[config.mk]
export PLATFORM = sky130hd
export DESIGN_NAME = t03_mem_request_unit_flat
export DESIGN_NICKNAME = d
export VERILOG_FILES = /design/src/rtl/t03_mem_pkg.sv /design/src/rtl/t03_mem_request_unit_if.sv /design/src/rtl/t03_req_timeout.sv /design/src/rtl/t03_mem_request_unit.sv /design/src/flat_wrapper.sv
export SDC_FILE = /design/constraint.sdc
export NUM_CORES = 1
export LEC_CHECK = 0
export BUFFER_PORTS_ARGS = -buffer_cell sky130_fd_sc_hd__buf_2
export CORE_ASPECT_RATIO = 0.75
export CORE_MARGIN = 2
export CORE_UTILIZATION = 45
export DETAILED_ROUTE_END_ITERATION = 10
export PLACE_DENSITY = 0.73
export REMOVE_ABC_BUFFERS = 1
export SLEW_MARGIN = 20
export SYNTH_ARGS = -nofsm -noshare
export SYNTH_HDL_FRONTEND = slang
export SYNTH_SLANG_ARGS = --single-unit
[constraint.sdc]
create_clock -name clk -period 4.4 [get_ports clk]
set_input_delay 0 -clock clk [delete_from_list [all_inputs] [get_ports clk]]
set_output_delay 0 -clock clk [all_outputs]
set_load 0.03 [all_outputs]
[src/rtl/t03_mem_pkg.sv]
// Shared types and constants for the t03 memory request unit.
// Holds the state encoding, the MMIO window base and the bus request record.
package t03_mem_pkg;

   localparam logic [31:0] MMIO_BASE = 32'hFFFF_FFFC;

   typedef logic [2:0] state_t;
   localparam state_t IDLE   = 3'd0;
   localparam state_t D_REQ  = 3'd1;
   localparam state_t D_WAIT = 3'd2;
   localparam state_t I_REQ  = 3'd3;
   localparam state_t I_WAIT = 3'd4;
   localparam state_t DONE   = 3'd5;

   typedef struct packed {
      logic [31:0] adr;
      logic [31:0] dat;
      logic [3:0]  sel;
      logic        read;
      logic        write;
   } bus_req_t;

   function automatic logic is_mmio(input logic [31:0] addr, input logic [31:0] base);
      return addr >= base;
   endfunction

endpackage

[src/rtl/t03_mem_request_unit_if.sv]
// Bus-side signals between the request unit (master) and the memory bus adapter (slave).
interface t03_mem_request_unit_if;
   logic        bus_busy;
   logic [31:0] bus_dat_i;
   logic        bus_read;
   logic        bus_write;
   logic [31:0] bus_adr;
   logic [31:0] bus_dat_o;
   logic [3:0]  bus_sel;

   modport master (
      input  bus_busy, bus_dat_i,
      output bus_read, bus_write, bus_adr, bus_dat_o, bus_sel
   );

   modport slave (
      output bus_busy, bus_dat_i,
      input  bus_read, bus_write, bus_adr, bus_dat_o, bus_sel
   );
endinterface

[src/rtl/t03_req_timeout.sv]
// WAIT-cycle watchdog: counts enabled cycles since the last clear and flags
// the cycle that would be the TIMEOUT_CYCLES-th one.
module t03_req_timeout #(
   parameter int TIMEOUT_CYCLES = 1024
) (
   input  logic clk,
   input  logic nrst,
   input  logic clear,
   input  logic enable,
   output logic expire
);
   localparam int CW = $clog2(TIMEOUT_CYCLES + 1);

   logic [CW-1:0] cnt;

   assign expire = enable && (cnt == CW'(TIMEOUT_CYCLES - 1));

   // NOTE: sequential state is updated with <= so every flop samples pre-edge values.
   always_ff @(posedge clk or negedge nrst) begin
      if (!nrst)       cnt <= '0;
      else if (clear)  cnt <= '0;
      else if (enable) cnt <= cnt + CW'(1);
   end
endmodule

[src/rtl/t03_mem_request_unit.sv]
// Serialises one data access and one instruction fetch per CPU step onto the
// shared memory bus, stalling the core until both results are back.
module t03_mem_request_unit #(
   parameter int          TIMEOUT_CYCLES = 1024,
   parameter logic [31:0] MMIO_BASE      = t03_mem_pkg::MMIO_BASE
) (
   input  logic                          clk,
   input  logic                          nrst,
   input  logic                          instr_req,
   input  logic [31:0]                   instr_addr,
   input  logic                          read_mem,
   input  logic                          write_mem,
   input  logic [31:0]                   data_address,
   input  logic [31:0]                   data_to_write,
   input  logic [3:0]                    data_sel,
   t03_mem_request_unit_if.master        bus,
   output logic [31:0]                   instr_out,
   output logic [31:0]                   data_from_mem,
   output logic                          stall,
   output logic                          err
);
   import t03_mem_pkg::*;

   state_t      state, state_nxt;
   bus_req_t    req_q;
   logic [31:0] fetch_adr_q, fetch_adr;
   logic        fetch_pend_q, is_load_q, busy_seen_q;
   logic        data_go, in_req, in_wait, done_ok, tmo_en, expire;

   assign data_go   = (read_mem | write_mem) & ~is_mmio(data_address, MMIO_BASE);
   assign in_req    = (state == D_REQ) || (state == I_REQ);
   assign in_wait   = (state == D_WAIT) || (state == I_WAIT);
   // Completion needs a busy pulse first, so a missed strobe ends in a timeout.
   assign done_ok   = in_wait & busy_seen_q & ~bus.bus_busy;
   assign tmo_en    = in_wait & ~done_ok;
   assign fetch_adr = (state == IDLE) ? instr_addr : fetch_adr_q;

   t03_req_timeout #(.TIMEOUT_CYCLES(TIMEOUT_CYCLES)) u_timeout (
      .clk    (clk),
      .nrst   (nrst),
      .clear  (in_req),
      .enable (tmo_en),
      .expire (expire)
   );

   assign bus.bus_adr   = req_q.adr;
   assign bus.bus_dat_o = req_q.dat;
   assign bus.bus_sel   = req_q.sel;
   assign bus.bus_read  = req_q.read  & in_req;
   assign bus.bus_write = req_q.write & in_req;

   // NOTE: every always_comb output gets a default first so no latch is inferred.
   always_comb begin
      state_nxt = state;
      stall     = in_req | in_wait;
      unique case (state)
         IDLE: begin
            stall = data_go | instr_req;
            if (data_go)        state_nxt = D_REQ;
            else if (instr_req) state_nxt = I_REQ;
         end
         D_REQ:  state_nxt = D_WAIT;
         D_WAIT: begin
            if (done_ok)     state_nxt = fetch_pend_q ? I_REQ : DONE;
            else if (expire) state_nxt = DONE;
         end
         I_REQ:  state_nxt = I_WAIT;
         I_WAIT: if (done_ok || expire) state_nxt = DONE;
         DONE:   state_nxt = IDLE;
         default: state_nxt = IDLE;
      endcase
   end

   always_ff @(posedge clk or negedge nrst) begin
      if (!nrst) begin
         state         <= IDLE;
         req_q         <= '0;
         fetch_adr_q   <= '0;
         fetch_pend_q  <= 1'b0;
         is_load_q     <= 1'b0;
         busy_seen_q   <= 1'b0;
         instr_out     <= '0;
         data_from_mem <= '0;
         err           <= 1'b0;
      end else begin
         state <= state_nxt;
         if (state == IDLE) begin
            fetch_pend_q <= instr_req;
            fetch_adr_q  <= instr_addr;
         end
         if (state == IDLE && data_go) begin
            req_q     <= '{adr: data_address, dat: data_to_write, sel: data_sel,
                           read: read_mem & ~write_mem, write: write_mem};
            is_load_q <= ~write_mem;
         end else if (state_nxt == I_REQ) begin
            req_q <= '{adr: fetch_adr, dat: req_q.dat, sel: 4'hF, read: 1'b1, write: 1'b0};
         end
         if (in_req)                     busy_seen_q <= 1'b0;
         else if (in_wait && bus.bus_busy) busy_seen_q <= 1'b1;
         if (state == D_WAIT && done_ok && is_load_q) data_from_mem <= bus.bus_dat_i;
         if (state == I_WAIT && done_ok)              instr_out     <= bus.bus_dat_i;
         if (expire) err <= 1'b1;
      end
   end
endmodule

[src/flat_wrapper.sv]
// flat-port wrapper written by rule: the top's interface ports become plain ports
module t03_mem_request_unit_flat import t03_mem_pkg::*;
#(
   parameter int          TIMEOUT_CYCLES = 1024,
   parameter logic [31:0] MMIO_BASE      = t03_mem_pkg::MMIO_BASE
)
  (clk, nrst, instr_req, instr_addr, read_mem, write_mem, data_address, data_to_write, data_sel, instr_out, data_from_mem, stall, err, bus_bus_busy, bus_bus_dat_i, bus_bus_read, bus_bus_write, bus_bus_adr, bus_bus_dat_o, bus_bus_sel);
  t03_mem_request_unit_if bus_i ();
  input  logic clk;
  input  logic nrst;
  input  logic instr_req;
  input  logic [31:0] instr_addr;
  input  logic read_mem;
  input  logic write_mem;
  input  logic [31:0] data_address;
  input  logic [31:0] data_to_write;
  input  logic [3:0] data_sel;
  output logic [31:0] instr_out;
  output logic [31:0] data_from_mem;
  output logic stall;
  output logic err;
  input wire logic [$bits(bus_i.bus_busy)-1:0] bus_bus_busy;
  input wire logic [$bits(bus_i.bus_dat_i)-1:0] bus_bus_dat_i;
  output wire logic [$bits(bus_i.bus_read)-1:0] bus_bus_read;
  output wire logic [$bits(bus_i.bus_write)-1:0] bus_bus_write;
  output wire logic [$bits(bus_i.bus_adr)-1:0] bus_bus_adr;
  output wire logic [$bits(bus_i.bus_dat_o)-1:0] bus_bus_dat_o;
  output wire logic [$bits(bus_i.bus_sel)-1:0] bus_bus_sel;
  assign bus_i.bus_busy = bus_bus_busy;
  assign bus_i.bus_dat_i = bus_bus_dat_i;
  assign bus_bus_read = bus_i.bus_read;
  assign bus_bus_write = bus_i.bus_write;
  assign bus_bus_adr = bus_i.bus_adr;
  assign bus_bus_dat_o = bus_i.bus_dat_o;
  assign bus_bus_sel = bus_i.bus_sel;
  t03_mem_request_unit #(.TIMEOUT_CYCLES(TIMEOUT_CYCLES), .MMIO_BASE(MMIO_BASE)) u_core (.clk(clk), .nrst(nrst), .instr_req(instr_req), .instr_addr(instr_addr), .read_mem(read_mem), .write_mem(write_mem), .data_address(data_address), .data_to_write(data_to_write), .data_sel(data_sel), .bus(bus_i), .instr_out(instr_out), .data_from_mem(data_from_mem), .stall(stall), .err(err));
endmodule
Yosys cells after proc, flatten, opt, wreduce, memory -nomap -nowiden

Index checks and enable logic that the tools add are counted.

Bits in registers: 184
Bits of input ports: 138
Output and inout port bits: 136
Logic and storage cells: 64

$add $sub $neg: 1
Magnitude comparators: 1
Equal/unequal tests: 6
Multiplexer cells: 15
Bitwise operators: 14
Reductions and logical operators: 13

Operators by type and width:

| kind                                                      | count |
|---|---|
| two-way mux 70 bit                                        | 2 |
| greater-or-equal comparator 32 bit, second input constant | 1 |
| two-way mux 32 bit                                        | 1 |
| two-way mux 11 bit                                        | 2 |
| two-way mux 3 bit                                         | 6 |
| case mux 3 bit (5 select lines)                           | 1 |
| adder 11 x 1 -> 11 bit, second input constant             | 1 |
| == test 11 x 10 -> 1 bit, second input constant           | 1 |
| == test 3 x 2 -> 1 bit, second input constant             | 3 |
| AND 1 bit                                                 | 7 |
| logical AND 1 bit                                         | 6 |
| nonzero test 2 bit                                        | 3 |
| NOT 1 bit                                                 | 4 |
| == test 3 x 1 -> 1 bit, second input constant             | 1 |
| == test 3 bit, second input constant                      | 1 |
| zero test 3 bit                                           | 1 |
| logical OR 1 bit                                          | 3 |
| two-way mux 1 bit                                         | 3 |
| bitwise OR 1 bit                                          | 3 |

Logic depth before layout (Yosys ltp)

Gate-level depths: netlist (run 1).

Depth in word-level cells: 13
Mapped depth: 10
Gate-level depth less buffers: 7

By module

Synthesis (run 1) repeated with hierarchy kept, for this count alone.

Cell total of the unflattened synthesis: 692
Area total of the unflattened synthesis: 8051.5 um2

Modules (own cells, without submodules):

| module               | instances | cells an instance | area each (um2) | seq. area each (um2) |
|---|---|---|---|---|
| t03_mem_request_unit | 1         | 636               | 7487.2          | 4329.2 |
| t03_req_timeout      | 1         | 56                | 564.3           | 275.3 |

Worst setup path after synthesis (run 1)

Ideal clock, no wire load.

Path kind: register to register
Start point: register u_core.state[0]
End point: register u_core.req_q (netlist bit u_core.bus.bus_adr[0])
Setup time: 0.132 ns
Arrival: 1.856 ns
Data required time: 4.268 ns
Slack: 2.412 ns
Cell stages (with the launch flop): 9
Buffers on the path: 3
Cell sequence: dfrtp_1 buf_2 or3_1 a21o_1 a31oi_1 buf_6 buf_12 mux2i_1 o21ai_1

Word-level cells in the longest chain between the ends: 12
Elaborated cells between the ends (all ways): 24

Ends and longest elaborated chain:

| item                                                           | RTL line                                               | RTL |
|---|---|---|
| start, declared                                                | t03_mem_request_unit.sv:24                             | `state_t state, state_nxt;` |
| start signal, assigned                                         | t03_mem_request_unit.sv:86                             | `state <= state_nxt;` |
| == test 3 x 2 -> 1 bit / == test 3 bit (equally long branches) | t03_mem_request_unit.sv:32, t03_mem_request_unit.sv:56 |  |
| logical OR 1 bit                                               | t03_mem_request_unit.sv:32                             | `assign in_wait = (state == D_WAIT) \|\| (state == I_WAIT);` |
| AND 1 bit (2 in series)                                        | t03_mem_request_unit.sv:34                             | `assign done_ok = in_wait & busy_seen_q & ~bus.bus_busy;` |
| NOT 1 bit                                                      | t03_mem_request_unit.sv:35                             | `assign tmo_en = in_wait & ~done_ok;` |
| AND 1 bit                                                      | t03_mem_request_unit.sv:35                             |  |
| logical AND 1 bit                                              | t03_req_timeout.sv:16                                  | `assign expire = enable && (cnt == CW'(TIMEOUT_CYCLES - 1));` |
| two-way mux 3 bit / logical OR 1 bit (equally long branches)   | t03_mem_request_unit.sv:65, t03_mem_request_unit.sv:68 |  |
| two-way mux 3 bit, on equally long branches                    | t03_mem_request_unit.sv:64, t03_mem_request_unit.sv:68 |  |
| case mux 3 bit (5 select lines)                                | t03_mem_request_unit.sv:56                             | `unique case (state)` |
| == test 3 x 2 -> 1 bit                                         | t03_mem_request_unit.sv:95                             | `end else if (state_nxt == I_REQ) begin` |
| nonzero test 2 bit (no source line)                            | -                                                      |  |
| end signal, assigned                                           | t03_mem_request_unit.sv:92                             | `req_q <= '{adr: data_address, dat: data_to_write, sel: data_sel,` |
| end signal, assigned                                           | t03_mem_request_unit.sv:96                             | `req_q <= '{adr: fetch_adr, dat: req_q.dat, sel: 4'hF, read: 1'b1, write: 1'b0};` |
| end, declared                                                  | t03_mem_request_unit.sv:25                             | `bus_req_t req_q;` |

Several ways; a longest one is shown, not always the timed one. The select of a mux whose other input is x is not followed.
A chain may end at the register's enable or synchronous reset.

Worst setup path after layout (run 1)

Start point: register u_core.state[0]
End point: register u_core.req_q (netlist bit u_core.bus.bus_adr[1])

Same word-level chain as after synthesis.

==> flow_metrics.tcl, run 1 <==
set metrics [dict create \
    outcome "complete, no violations" \
    drv_cap 0 \
    grt_pass1_vias 6795 \
    grt_pass1_wl_um 34000 \
    synthArstFlopShare 1.00 \
    die_y_um 120 \
    clock_latency_ns 0.43 \
    yosys.area.top_type "dfrtp_1" \
    cts_tree "built" \
    critPathLaunch "u_core.state[0]" \
    fillers 1354 \
    rows 42 \
    critPathArrivalTime_ns 3.80 \
    tns_ns 0 \
    setup_viol 0 \
    layout_commonest_cell "buf_2" \
    area_delta_synth_final_pct 39.4 \
    utilization 0.639 \
    hold_viol 0 \
    drive_above_1_share 0.397 \
    die_x_um 158 \
    detailed_place_hpwl_um 13000 \
    wl_um 21500 \
    fin_crit_ns 3.49 \
    drc 0 \
    rsz0062_at_grt "false" \
    cp.required_ns 4.71 \
    power_leakage_nw 5.50 \
    root_buffer "clkbuf_16" \
    worst-setup-path-type "reg -> reg" \
    boundaryPins 274 \
    cellPowerDensity_mw_per_mm2 750 \
    synth_ff_type "dfrtp_1" \
    relSlewSlack 0.409 \
    synth_top_area_frac 0.572 \
    ant_nets 0 \
    nNetsFinal 1178 \
    ys_seq_area_frac 0.572 \
    track_usage 0.232 \
    synth_edf_count 0 \
    finalCritPeriodShare 0.793 \
    syn_area_mm2 0.00805 \
    hold_path_class "in -> async" \
    drv_slew 0 \
    fmax_mhz 286 \
    avgSynthCellArea_um2 11.7 \
    synth_seq_cells 184 \
    crit_path_start_kind "flip-flop" \
    cp_max_fo 34 \
    grt_max_degree 98 \
    mostFrequentLayoutCells "buf_2, dfrtp_1, dlygate4sd3_1, nand2_1, mux2_2" \
    place_congestion 0.789 \
    cts_buffers 17 \
    antenna_found_initial 1 \
    vias 6321 \
    drtPass1Iterations 5 \
    design_area_mm2 0.0112 \
    post_cts_buffers 0 \
    dp_worst_setup_slack_ns 1.48 \
    peakVddDrop_uv 445 \
    clock_skew_ns 0.0147 \
    setup_ws_ns 0.909 \
    htreeDepth 4 \
    die_area_mm2 0.0190 \
    gr-total-overflow 0 \
    cts_num_sinks 184 \
    coreArea_mm2 0.0176 \
    postSynthCellCount 686 \
    yosys_warnings 0 \
    start_util 0.458 \
    wl_per_cell_um 16.6 \
    yosys-top-cells-area "dfrtp_1, mux2_2, nand2_1, buf_4, mux2i_1" \
    tightest_slew_ns 0.886 \
    path_clk_slew_ns 0.07 \
    r2r-start "u_core.state[0]" \
    drt-initial-drc-count 363 \
    viasPerCell 4.88 \
    cts_buffer_depth 2 \
    crit_path_end_kind "flip-flop" \
    portBuffers 273 \
    placed_cell_area_mm2 0.00912 \
    synth_cell_type_count 41 \
]
## synthesized netlist by cell type, drive strengths merged, types with 3 or more instances
cell type  instances
and2               4
xor2               6
a21oi              8
or3                4
o21ai             42
nor2b              3
clkbuf            12
mux2i             32
nand4             10
dfrtp            184
nand2            143
nor4               3
nand3              6
nor2              16
mux2              97
nor3               5
buf               88
## repair_timing
item                      in CTS  in global routing
hold endpoints to repair     265                  0
hold buffers                 153                  0
resized for setup              0                  0
## worst paths after layout
| check | to | slack [ns] | cells after the start |
|---|---|---|---|
| setup reg to reg | u_core.bus.bus_adr[1] | 0.91 | 8 |
| min in group clk | u_core.bus.bus_sel[3] | 0.33 | 4 |
| max in group asynchronous | u_core.bus.bus_adr[25] | 3.02 | 3 |
| hold reg to reg | u_core.fetch_adr_q[29] | 0.47 | 2 |
| hold / removal | u_core.data_from_mem[2] | 0.20 | 2 |
| setup / recovery | u_core.bus.bus_adr[1] | 0.91 | 8 |
## metal layers
layer | global-route usage | vias up | routed length [µm]
li1 | - | 2961 | -
met1 | 0.296 | 3093 | 9320
met2 | 0.377 | 219 | 10400
met3 | 0.0654 | 48 | 1230
met4 | 0.0890 | 0 | 589
met5 | 0 | - | 0
## cells by family (layout without fill, tap and decap cells)
| family | count (synthesis) | count (layout) | share of synthesized area |
|---|---|---|---|
| muxes | 129 | 129 | 0.176 |
| other | 0 | 1 | 0 |
| AOI/OAI and AO/OA | 57 | 57 | 0.0383 |
| buffers and inverters | 102 | 468 | 0.0888 |
| xor gates and xnor gates | 8 | 8 | 0.00964 |
| DFF | 184 | 184 | 0.572 |
| and+or+nand+nor | 205 | 205 | 0.114 |
| adders and majority gates | 1 | 1 | 0.00155 |
## registers in the layout, indices dropped and copies added (netlist names)
signal / flops
u_core.bus.bus_dat_o: 32
u_core.req_q: 2
u_core.busy_seen_q: 1
u_core.data_from_mem: 32
u_core.bus.bus_sel: 4
u_core.fetch_pend_q: 1
u_core.instr_out: 32
u_core.fetch_adr_q: 32
u_core.u_timeout.cnt: 11
u_core.err: 1
u_core.state: 3
u_core.bus.bus_adr: 32
u_core.is_load_q: 1
## power breakdown
group | total [mW] | leakage, nW | internal (mW) | switching [mW]
Sequential | 2.90 | 2.30 | 2.48 | 0.420
Clock | 1.47 | 0.272 | 0.749 | 0.718
Combinational | 4.04 | 2.94 | 1.49 | 2.55
Total | 8.41 | 5.50 | 4.72 | 3.68
## metrics by stage
stage	cells	hold slack (ns)	power, mW
after floorplan	586	-0.296	5.51
after global placement	1109	0.150	6.56
after detailed placement	1109	0.142	6.66
after CTS	1294	0.268	8.39
after global routing	1295	0.309	8.87
final	1295	0.205	8.41
## worst max-delay path, stage by stage (launching register included)
cell and delay [ns]:
dfrtp_1 0.56, nor3_4 0.23, buf_4 0.36, nand4_1 0.25, a31oi_4 0.50, buf_4 0.51, mux2i_1 0.29, o21ai_1 0.08
dlygate4sd3_1 0.57
## cell type report
type                       count  area, µm²  area share
antenna                        1       2.50    0.000223
clock buffer                  18        429      0.0383
clock inverter                14        130      0.0116
inverter                       2       7.51    0.000669
multi-input combinational    400       2760       0.246
sequential                   184       4600       0.411
tap                          242        303      0.0270
timing repair buffer         434       2980       0.265
Power figures use the tool's default switching activity.
==> run 2, diff against run 1 <==
Settings changed: ABC_AREA set to 1, PLACE_DENSITY 0.73 to 0.72.
Clock period 4.4 ns to 3.3 ns, I/O delays scaled along.
==> flow_metrics.tcl, run 2 <==
set metrics [dict create \
    outcome "complete, no violations" \
    crit_path_cell_trace "nor2_2 -> nand2_2 -> inv_2 -> buf_4 -> nand2_1 -> inv_1 -> nand2_1 -> nand3_2 -> nand2_2 -> nand2_2 -> nand2_1 -> nand2_1" \
    antenna-diode-count 0 \
    drt-initial-drc-count 583 \
    die_x_um 160 \
    drv_cap 0 \
    drtPass1Iterations 5 \
    fin_crit_ns 2.56 \
    critPathArrivalTime_ns 2.92 \
    yosys.area.top_type "dfrtp_1" \
    grt_pass1_vias 7474 \
    ant_nets 0 \
    crit_top_cell "nand2_1" \
    synthTopCellsByCount "nand2_1, dfrtp_1, o21ai_0" \
    drive_above_1_share 0.251 \
    root_buffer "clkbuf_16" \
    rows 42 \
    placedCellCount 1423 \
    crit_path_end_kind "flip-flop" \
    die_y_um 121 \
    fmax_mhz 391 \
    r2r_setup_slack_ns 0.74 \
    cts_buffers 17 \
    rsz0062_at_grt "false" \
    yosys_warnings 0 \
    synth_top_family_by_area "simple AND/OR/NAND/NOR gates" \
    path_clk_slew_ns 0.07 \
    synth_cell_type_count 26 \
    cp.required_ns 3.66 \
    setup_viol 0 \
    place_congestion 0.813 \
    grt_max_degree 97 \
    layout_commonest_cell "nand2_1" \
    synthArstFlopShare 1.00 \
    gr-total-overflow 0 \
    cts_tree "built" \
    worst-setup-path-type "reg -> reg" \
    drc 0 \
    cts_hold_buf 136 \
    mostFrequentLayoutCells "nand2_1, buf_2, dfrtp_1, dlygate4sd3_1, o21ai_0" \
    finalCritPeriodShare 0.775 \
    synth_fa_ha_area_frac 0.00151 \
    critPathBufInv 3 \
    wl_um 23500 \
    synth_top_area_frac 0.557 \
    relSlewSlack 0.466 \
    start_util 0.464 \
    vias 7541 \
    grt_pass1_wl_um 37900 \
    viasPerCell 4.74 \
    dp_worst_setup_slack_ns 0.764 \
    cts_buffer_depth 2 \
    clock_skew_ns 0.0183 \
    detailed_place_hpwl_um 14500 \
    tns_ns 0 \
    cpPeakStageDelay_ns 0.59 \
    die_area_mm2 0.0195 \
    synth_seq_cells 184 \
    cts-resized-gates 0 \
    drv_slew 0 \
    ys_seq_area_frac 0.557 \
    area_delta_synth_final_pct 36.9 \
    tightest_slew_ns 0.798 \
    wl_per_cell_um 14.7 \
    setup_ws_ns 0.742 \
    cp_slowest_cell "nand2_2" \
    clock_latency_ns 0.43 \
    design_area_mm2 0.0113 \
    htreeDepth 4 \
    yosys-top-cells-area "dfrtp_1, nand2_1, buf_4, o21ai_0, nand3_1" \
    placed_cell_area_mm2 0.00932 \
    peakVddDrop_uv 539 \
    synth_ff_type "dfrtp_1" \
    cp_top_family "simple AND/OR/NAND/NOR gates" \
    muxShareOfSynthArea 0 \
    hold_path_class "in -> reg" \
    cellPowerDensity_mw_per_mm2 993 \
    nNetsFinal 1475 \
    track_usage 0.246 \
    synth-simple-area-share 0.270 \
    portBuffers 273 \
    syn_area_mm2 0.00826 \
    synth_edf_count 0 \
    boundaryPins 274 \
    stdcell_count 1591 \
    cp_max_fo 37 \
    crit_path_start_kind "flip-flop" \
    postSynthCellCount 1009 \
    synth_xor_area_frac 0 \
    power_leakage_nw 6.30 \
    coreArea_mm2 0.0178 \
    synth_compound_area_frac 0.0553 \
    post_cts_buffers 0 \
    hold_viol 0 \
    synth_most_common_cell "nand2_1" \
    antenna_found_initial 1 \
    cts_num_sinks 184 \
    avgSynthCellArea_um2 8.19 \
]
## run 2: changes by cell type after synthesis, moves of 8 or more
cell and delta:
nand4_1 -8, o21ai_1 -24, mux2i_1 -32, nor2_1 +8, mux2_2 -97, o21ai_0 +55, nand3_1 +44, clkbuf_1 +11
nand2_1 +331, inv_1 +56
## run 2: worst paths after layout
path / startpoint / endpoint / cells past startpoint
hold reg to reg: u_core.err / u_core.err / 2
hold / removal: read_mem / u_core.state[1] / 5
min in group asynchronous: nrst / u_core.u_timeout.cnt[3] / 2
setup reg to reg: u_core.state[1] / u_core.bus.bus_sel[3] / 12
max in group asynchronous: nrst / u_core.fetch_adr_q[18] / 3
setup / recovery: u_core.state[1] / u_core.bus.bus_sel[3] / 12
## run 2: cell type report
type | instances | area [µm²]
clock buffer | 18 | 439
clock inverter | 14 | 179
fill | 1458 | 6510
inverter | 60 | 225
multi-input combinational | 652 | 2730
sequential | 184 | 4600
tap | 242 | 303
timing repair buffer | 421 | 2830
## run 2: cell families (layout without fill, tap and decap cells)
family / count (synthesis) / after routing
buffers and inverters: 173 / 513
DFF: 184 / 184
adders and majority gates: 1 / 1
and+or+nand+nor: 565 / 565
AOI/OAI and AO/OA: 86 / 86
## run 2: tightest hold or removal path: cells and delay by family
family	cells	cell delay, ns
buf+inv	1	0.08
simple gates	4	0.37
## run 2: per-layer routing
metal,vias up,global-route usage,part of all wire
li1,3688,-,-
met1,3542,0.320,0.44
met2,267,0.409,0.48
met3,42,0.0629,0.061
met4,2,0.0749,0.016
met5,-,0,0.00055
## run 2: per-stage QoR
stage,utilization,total power [mW],hold slack [ns]
after global routing,0.635,12.0,0.0939
final,0.635,11.2,0.0867
after floorplan,-,7.29,-0.296
after detailed placement,0.523,8.96,0.134
after CTS,0.634,11.2,0.0469
after global placement,0.523,8.84,0.131
## run 2: power by group
group,switching (mW),total [mW],internal (mW)
Clock,0.955,2.13,1.17
Combinational,3.81,5.37,1.56
Sequential,0.490,3.74,3.25
Total,5.25,11.2,5.98
